--- src/rtl/branch_cond_unit.sv ---
// Branch-condition unit: architectural {Z,C,V,S} flag register, 16-code condition
// evaluator with registered result, and a LIFO flag save/restore stack.
module branch_cond_unit #(
   parameter int STACK_DEPTH = 4,
   parameter bit BYPASS      = 1'b1,
   localparam int DW         = $clog2(STACK_DEPTH + 1)
) (
   input  logic          clk,
   input  logic          rst,
   input  logic          flag_we,
   input  logic          zero_in,
   input  logic          carry_in,
   input  logic          overflow_in,
   input  logic          minus_in,
   input  logic          eval,
   input  logic [3:0]    cond,
   output logic          taken,
   output logic          taken_valid,
   input  logic          push,
   input  logic          pop,
   output logic [3:0]    flags,
   output logic [DW-1:0] stk_depth,
   output logic          stk_full,
   output logic          stk_empty,
   output logic          stk_err
);

   localparam int IW = (STACK_DEPTH > 1) ? $clog2(STACK_DEPTH) : 1;

   logic [3:0]    r_flags;
   logic [3:0]    r_stack [STACK_DEPTH];
   logic [DW-1:0] r_depth;
   logic          r_full;
   logic          r_empty;
   logic          r_taken;
   logic          r_taken_valid;
   logic          r_err;

   logic          w_push_ok;
   logic          w_pop_ok;
   logic          w_err;
   logic [DW-1:0] w_depth_nxt;
   logic [DW-1:0] w_depth_m1;
   logic [3:0]    w_flags_nxt;
   logic [3:0]    w_operand;
   logic [IW-1:0] w_wr_idx;
   logic [IW-1:0] w_rd_idx;

   // Flag word layout is {Z,C,V,S}; N is the signed "less than" S^V.
   function automatic logic eval_cond(input logic [3:0] c, input logic [3:0] f);
      logic z, cy, v, s, n;
      z  = f[3];
      cy = f[2];
      v  = f[1];
      s  = f[0];
      n  = s ^ v;
      case (c)
         4'd0:    eval_cond = z;
         4'd1:    eval_cond = n;
         4'd2:    eval_cond = z | n;
         4'd3:    eval_cond = ~z;
         4'd4:    eval_cond = ~n;
         4'd5:    eval_cond = ~z & ~n;
         4'd6:    eval_cond = cy;
         4'd7:    eval_cond = ~cy;
         4'd8:    eval_cond = cy & ~z;
         4'd9:    eval_cond = ~cy | z;
         4'd10:   eval_cond = s;
         4'd11:   eval_cond = ~s;
         4'd12:   eval_cond = v;
         4'd13:   eval_cond = ~v;
         4'd14:   eval_cond = 1'b1;
         4'd15:   eval_cond = 1'b0;
         default: eval_cond = 1'b0;
      endcase
   endfunction

   assign w_depth_m1 = r_depth - DW'(1);
   assign w_wr_idx   = r_depth[IW-1:0];
   assign w_rd_idx   = w_depth_m1[IW-1:0];

   // Stack request legality, next depth, next flags and eval operand.
   always_comb begin
      w_push_ok   = 1'b0;
      w_pop_ok    = 1'b0;
      w_err       = 1'b0;
      w_depth_nxt = r_depth;
      w_flags_nxt = r_flags;
      w_operand   = r_flags;
      if (push && pop) begin
         w_err = 1'b1;
      end else if (push) begin
         if (r_full) begin
            w_err = 1'b1;
         end else begin
            w_push_ok   = 1'b1;
            w_depth_nxt = r_depth + DW'(1);
         end
      end else if (pop) begin
         if (r_empty) begin
            w_err = 1'b1;
         end else begin
            w_pop_ok    = 1'b1;
            w_depth_nxt = w_depth_m1;
         end
      end else begin
         w_err = 1'b0;
      end
      // A legal pop outranks a same-cycle ALU flag load.
      if (w_pop_ok) begin
         w_flags_nxt = r_stack[w_rd_idx];
      end else if (flag_we) begin
         w_flags_nxt = {zero_in, carry_in, overflow_in, minus_in};
      end else begin
         w_flags_nxt = r_flags;
      end
      if (BYPASS) begin
         w_operand = w_flags_nxt;
      end else begin
         w_operand = r_flags;
      end
   end

   // Flag register, stack bookkeeping and registered evaluation result.
   always_ff @(posedge clk) begin
      if (rst) begin
         r_flags       <= 4'h0;
         r_depth       <= {DW{1'b0}};
         r_full        <= 1'b0;
         r_empty       <= 1'b1;
         r_taken       <= 1'b0;
         r_taken_valid <= 1'b0;
         r_err         <= 1'b0;
      end else begin
         r_flags       <= w_flags_nxt;
         r_depth       <= w_depth_nxt;
         r_full        <= (w_depth_nxt == DW'(STACK_DEPTH));
         r_empty       <= (w_depth_nxt == {DW{1'b0}});
         r_taken_valid <= eval;
         r_err         <= w_err;
         if (eval) begin
            r_taken <= eval_cond(cond, w_operand);
         end
      end
   end

   // Stack storage is deliberately not reset; depth alone defines validity.
   always_ff @(posedge clk) begin
      if (w_push_ok && !rst) begin
         r_stack[w_wr_idx] <= r_flags;
      end
   end

   assign flags       = r_flags;
   assign stk_depth   = r_depth;
   assign stk_full    = r_full;
   assign stk_empty   = r_empty;
   assign stk_err     = r_err;
   assign taken       = r_taken;
   assign taken_valid = r_taken_valid;

endmodule

--- config.mk ---
export PLATFORM = sky130hd
export DESIGN_NAME = branch_cond_unit
export DESIGN_NICKNAME = d
export VERILOG_FILES = /design/src/rtl/branch_cond_unit.sv
export SDC_FILE = /design/constraint.sdc
export NUM_CORES = 1
export LEC_CHECK = 0
export BUFFER_PORTS_ARGS = -buffer_cell sky130_fd_sc_hd__clkbuf_2
export CAP_MARGIN = 10
export CORE_MARGIN = 2
export CORE_UTILIZATION = 35
export DETAILED_ROUTE_END_ITERATION = 16
export PLACE_DENSITY = 0.63
export SLEW_MARGIN = 10
export SYNTH_ARGS = -nofsm -noshare
export SYNTH_HDL_FRONTEND = slang
export SYNTH_SLANG_ARGS = --single-unit
--- constraint.sdc ---
create_clock -name clk -period 3.6 [get_ports clk]
set_input_delay 0.54 -clock clk [delete_from_list [all_inputs] [get_ports clk]]
set_output_delay 0.54 -clock clk [all_outputs]
set_load 0.02 [all_outputs]
**Word-level counts from Yosys, hierarchy flattened**

Memory sizes are Yosys's and may differ from the RTL's.
Index checks and enable logic that the tools add are counted.

- $add $sub $neg: 2
- Multipliers: 0
- Divide/modulo/power cells: 0
- Order comparisons: 0
- Equal/unequal tests: 16
- Shift operators: 0
- Multiplexer cells: 22
- Bitwise logic cells: 10
- Reduce and logical (&&, ||, !) cells: 5

Operators by type and width:

| kind | number |
|---|---|
| $eq 4x4->1 const B | 8 |
| $eq 4x3->1 const B | 4 |
| $pmux 1 s16 | 1 |
| $mux 3 | 5 |
| $mux 1 | 14 |
| $eq 4x2->1 const B | 2 |
| $mux 4 | 2 |
| $not 1->1 | 5 |
| $eq 4x1->1 const B | 1 |
| $logic_not 4->1 | 1 |
| $add 3x1->3 const B | 1 |
| $eq 3x3->1 const B | 1 |
| $logic_not 3->1 | 1 |
| $sub 3x1->3 const B | 1 |
| $and 1x1->1 | 2 |
| $logic_and 1x1->1 | 2 |
| $or 1x1->1 | 2 |
| $logic_not 1->1 | 1 |
| $xor 1x1->1 | 1 |

- Register bits after elaboration: 12
- Latch bits: 0
- Memory bits (writable): 16
- ROM bits: 0
- Input port bits: 14
- Output and inout port bits: 12
- Logic and storage cells: 63
- Memories: 1

Memory list:

| memory | words | width | read ports | clocked after memory_dff | wr ports | line | source |
|---|---|---|---|---|---|---|---|
| r_stack | 4 | 4 | 1 | 0 | 1 | 31 | `logic [3:0] r_stack [STACK_DEPTH];` |

**Depth between registers and ports, before layout**

- Word-level depth: 9
- Mapped depth: 10
- Gate-level depth less buffers: 8

**Least setup slack after synthesis**

No wires, ideal clock.

- Path type: register -> register
- Start: reg r_depth[0], in the netlist stk_depth[0]
- End: reg r_taken, in the netlist taken
- Data arrival time: 2.704 ns
- Path slack: 0.823 ns
- Cell stages (with the launch flop): 11
- Period minus slack after synthesis: 2.777 ns
- Path through: dfxtp_1 buf_6 inv_1 ha_1 clkbuf_1 mux4_2 mux2_4 or4_1 a41oi_1 a221oi_1 o211ai_2

- Cells in the longest elaborated chain, start to end: 7
- Elaborated cells on any way between the ends: 14

RTL lines:

| what | line | source |
|---|---|---|
| start, declared | 32 | `logic [DW-1:0] r_depth;` |
| start signal, assigned | 128 | `r_depth <= {DW{1'b0}};` |
| start signal, assigned | 136 | `r_depth <= w_depth_nxt;` |
| $sub 3x1->3 (*) | 78 | `assign w_depth_m1 = r_depth - DW'(1);` |
| $mem_v2 4x4 (*) | n/a |  |
| $mux 4 (*) | 110 | `if (w_pop_ok) begin` |
| $xor 1x1->1 | 56 | `n = s ^ v;` |
| $not 1->1 | 62, 63 |  |
| $and 1x1->1 | 63 | `4'd5: eval_cond = ~z & ~n;` |
| $pmux 1 s16 (*) | 57 | `case (c)` |
| end signal, assigned | 142 | `r_taken <= eval_cond(cond, w_operand);` |
| end, declared | 35 | `logic r_taken;` |

Every way passes the cells marked *; elsewhere a longest branch is shown, timed or not.
A chain may end at the register's enable or synchronous reset.

**Worst setup path in the final report**

Same ends and word-level chain as after synthesis.

==> impl_metrics.tcl <==
set metrics [dict create \
    routed_wl_um 2950 \
    vias 1065 \
    grt_usage 0.139 \
    io_buffer_count 25 \
    vias_per_cell 5.27 \
    n_antenna_cell 0 \
    ys_async_sr_fraction 0 \
    cp_max_fo 9 \
    setup_viol 0 \
    syn_to_final_growth_pct 15.7 \
    yosys_warnings 0 \
    cts-resized-gates 0 \
    die_w_um 68.8 \
    rows 23 \
    status "completed" \
    root_buffer "clkbuf_8" \
    start_util 0.365 \
    required_ps 3810 \
    critPathArrivalTime_ps 3130 \
    ys_ff_latch 28 \
    antenna_found_initial 0 \
    r2r_cells 8 \
    drv_slew 0 \
    whs_path_depth 2 \
    rsz0062_at_grt "false" \
    worstSetupStartpoint "stk_depth[0]" \
    fmax_mhz 343 \
    r2r-start "stk_depth[0]" \
    layout_common_cells "clkbuf_2 (25), edfxtp_1 (16), nor2_1 (13), dfxtp_1 (12)" \
    fin_crit_ps 2910 \
    dpl.hpwl_um 2230 \
    finalNonFillerCells 202 \
    ant_nets 0 \
    powerDensity_mw_per_mm2 489 \
    grt_pass1_wl_um 4710 \
    die_height_um 68.8 \
    gr-total-overflow 0 \
    tightest_slew_ps 438 \
    p_leak_nw 0.651 \
    syn-mean-instance-area_sq_um 11.4 \
    synth_nets 147 \
    hold_viol_final 0 \
    placedCellCount 198 \
    netlist_instances 129 \
    synth_edf_count 16 \
    layout_commonest_cell "clkbuf_2" \
    synth_cell_types 35 \
    clk_pin_slew_ps 100 \
    drive_gt1_frac 0.263 \
    cts_tree "yes" \
    cap_violations 0 \
    gp_congestion 0.751 \
    vdd_ir_drop_max_v 0.000251 \
    worstSetupPathType "register to register" \
    nNetsFinal 171 \
    insertion_delay_ps 280 \
    syn-cell-area_sq_mm 0.00147 \
    wire_per_inst_um 14.6 \
    place_ws_ps 729 \
    maxSlewHeadroom 0.708 \
    core_sq_mm 0.00403 \
    ctsLongestPathBuffers 2 \
    drc_errors 0 \
    cts_hold_buffers 0 \
    ys.flop_type "edfxtp_1" \
    ys_seq_area_frac 0.490 \
    tns_ps 0 \
    die_area_sq_mm 0.00473 \
    pin_count 26 \
    worstHoldStart "stk_full" \
    h-tree-depth 1 \
    worst_slack_ps 688 \
    postCtsSetupBuffers 0 \
    firstDrtPassIters 4 \
    skew_ps 4.39 \
    grt_max_degree 17 \
    cts_buffers 3 \
    clock-sinks 28 \
    first_global_vias 1054 \
    drt_iter0_drc 44 \
    min_path_type "register to register" \
    period_share 0.809 \
    end_kind "register" \
    critPathLaunchType "register" \
]
-- final cells by class --
cell class	count	area, sq um
Fill cell	400	2330
Sequential cell	28	721
Multi-Input combinational cell	91	702
Timing Repair Buffer	26	133
Tap cell	50	62.6
Clock buffer	3	41.3
Clock inverter	1	30.0
Inverter	3	11.3
-- worst max-delay path: stages, from the launching register on --
cell and delay, ps:
dfxtp_1 600, inv_1 190, ha_1 530, mux4_2 370
mux2_4 300, or4_1 400, a41oi_1 210, a221oi_1 90
o211ai_2 140
-- registers in the layout, indices dropped and copies added, names as in the netlist --
name,flops
stk_err,1
flags,4
r_stack,16
taken_valid,1
stk_depth,3
stk_full,1
taken,1
stk_empty,1
-- per-layer routing --
metal  vias up  global-route usage  wire length [um]
met5         -                   0                 0
met4         0              0.0588                55
met3         7              0.0390               161
met2        35               0.240              1490
met1       513               0.160              1240
li1        510                   -                 -
-- synthesized netlist by cell type, types with 4 or more instances --
cell | instances | area share
o21ai_0 | 4 | 0.014
dfxtp_1 | 12 | 0.16
clkbuf_1 | 4 | 0.010
xnor2_1 | 8 | 0.048
edfxtp_1 | 16 | 0.33
mux2i_1 | 8 | 0.054
nor2_1 | 13 | 0.033
mux4_2 | 4 | 0.061
and2_1 | 5 | 0.021
ha_1 | 4 | 0.034
nand2_1 | 6 | 0.015
-- worst paths after layout --
check                           slack [ps]  endpoint
worst max register to register         690     taken
worst max-delay path                   690     taken
worst min register to register         480   stk_err
worst min-delay path                   480   stk_err
-- report_power, final --
part	switching, W	total (W)	internal (W)
registers	0.0000247	0.000387	0.000363
logic	0.000105	0.000192	0.0000865
clock network	0.000103	0.000252	0.000149
total	0.000233	0.000831	0.000598
-- stage by stage --
stage / total power [W] / instance area, sq um / util / hold WS, ps
5_1_grt: 0.000877 / 1700 / 0.422 / 516
6_report: 0.000831 / 1700 / 0.422 / 483
3_5_place_dp: 0.000587 / 1630 / 0.404 / 465
4_1_cts: 0.000839 / 1700 / 0.422 / 486
3_3_place_gp: 0.000581 / 1630 / 0.404 / 459
2_1_floorplan: 0.000535 / 1470 / - / 539
-- kinds of logic after synthesis --
kind of cell / after synthesis / synth area share
AO/OA/AOI/OAI: 17 / 0.0800
XOR/XNOR: 11 / 0.0655
adder cells (fa/ha/maj): 4 / 0.0340
buffers and inverters: 10 / 0.0323
flip-flops: 28 / 0.490
multiplexers: 16 / 0.149
AND/OR/NAND/NOR: 43 / 0.149
(Power assumes the default switching activity.)
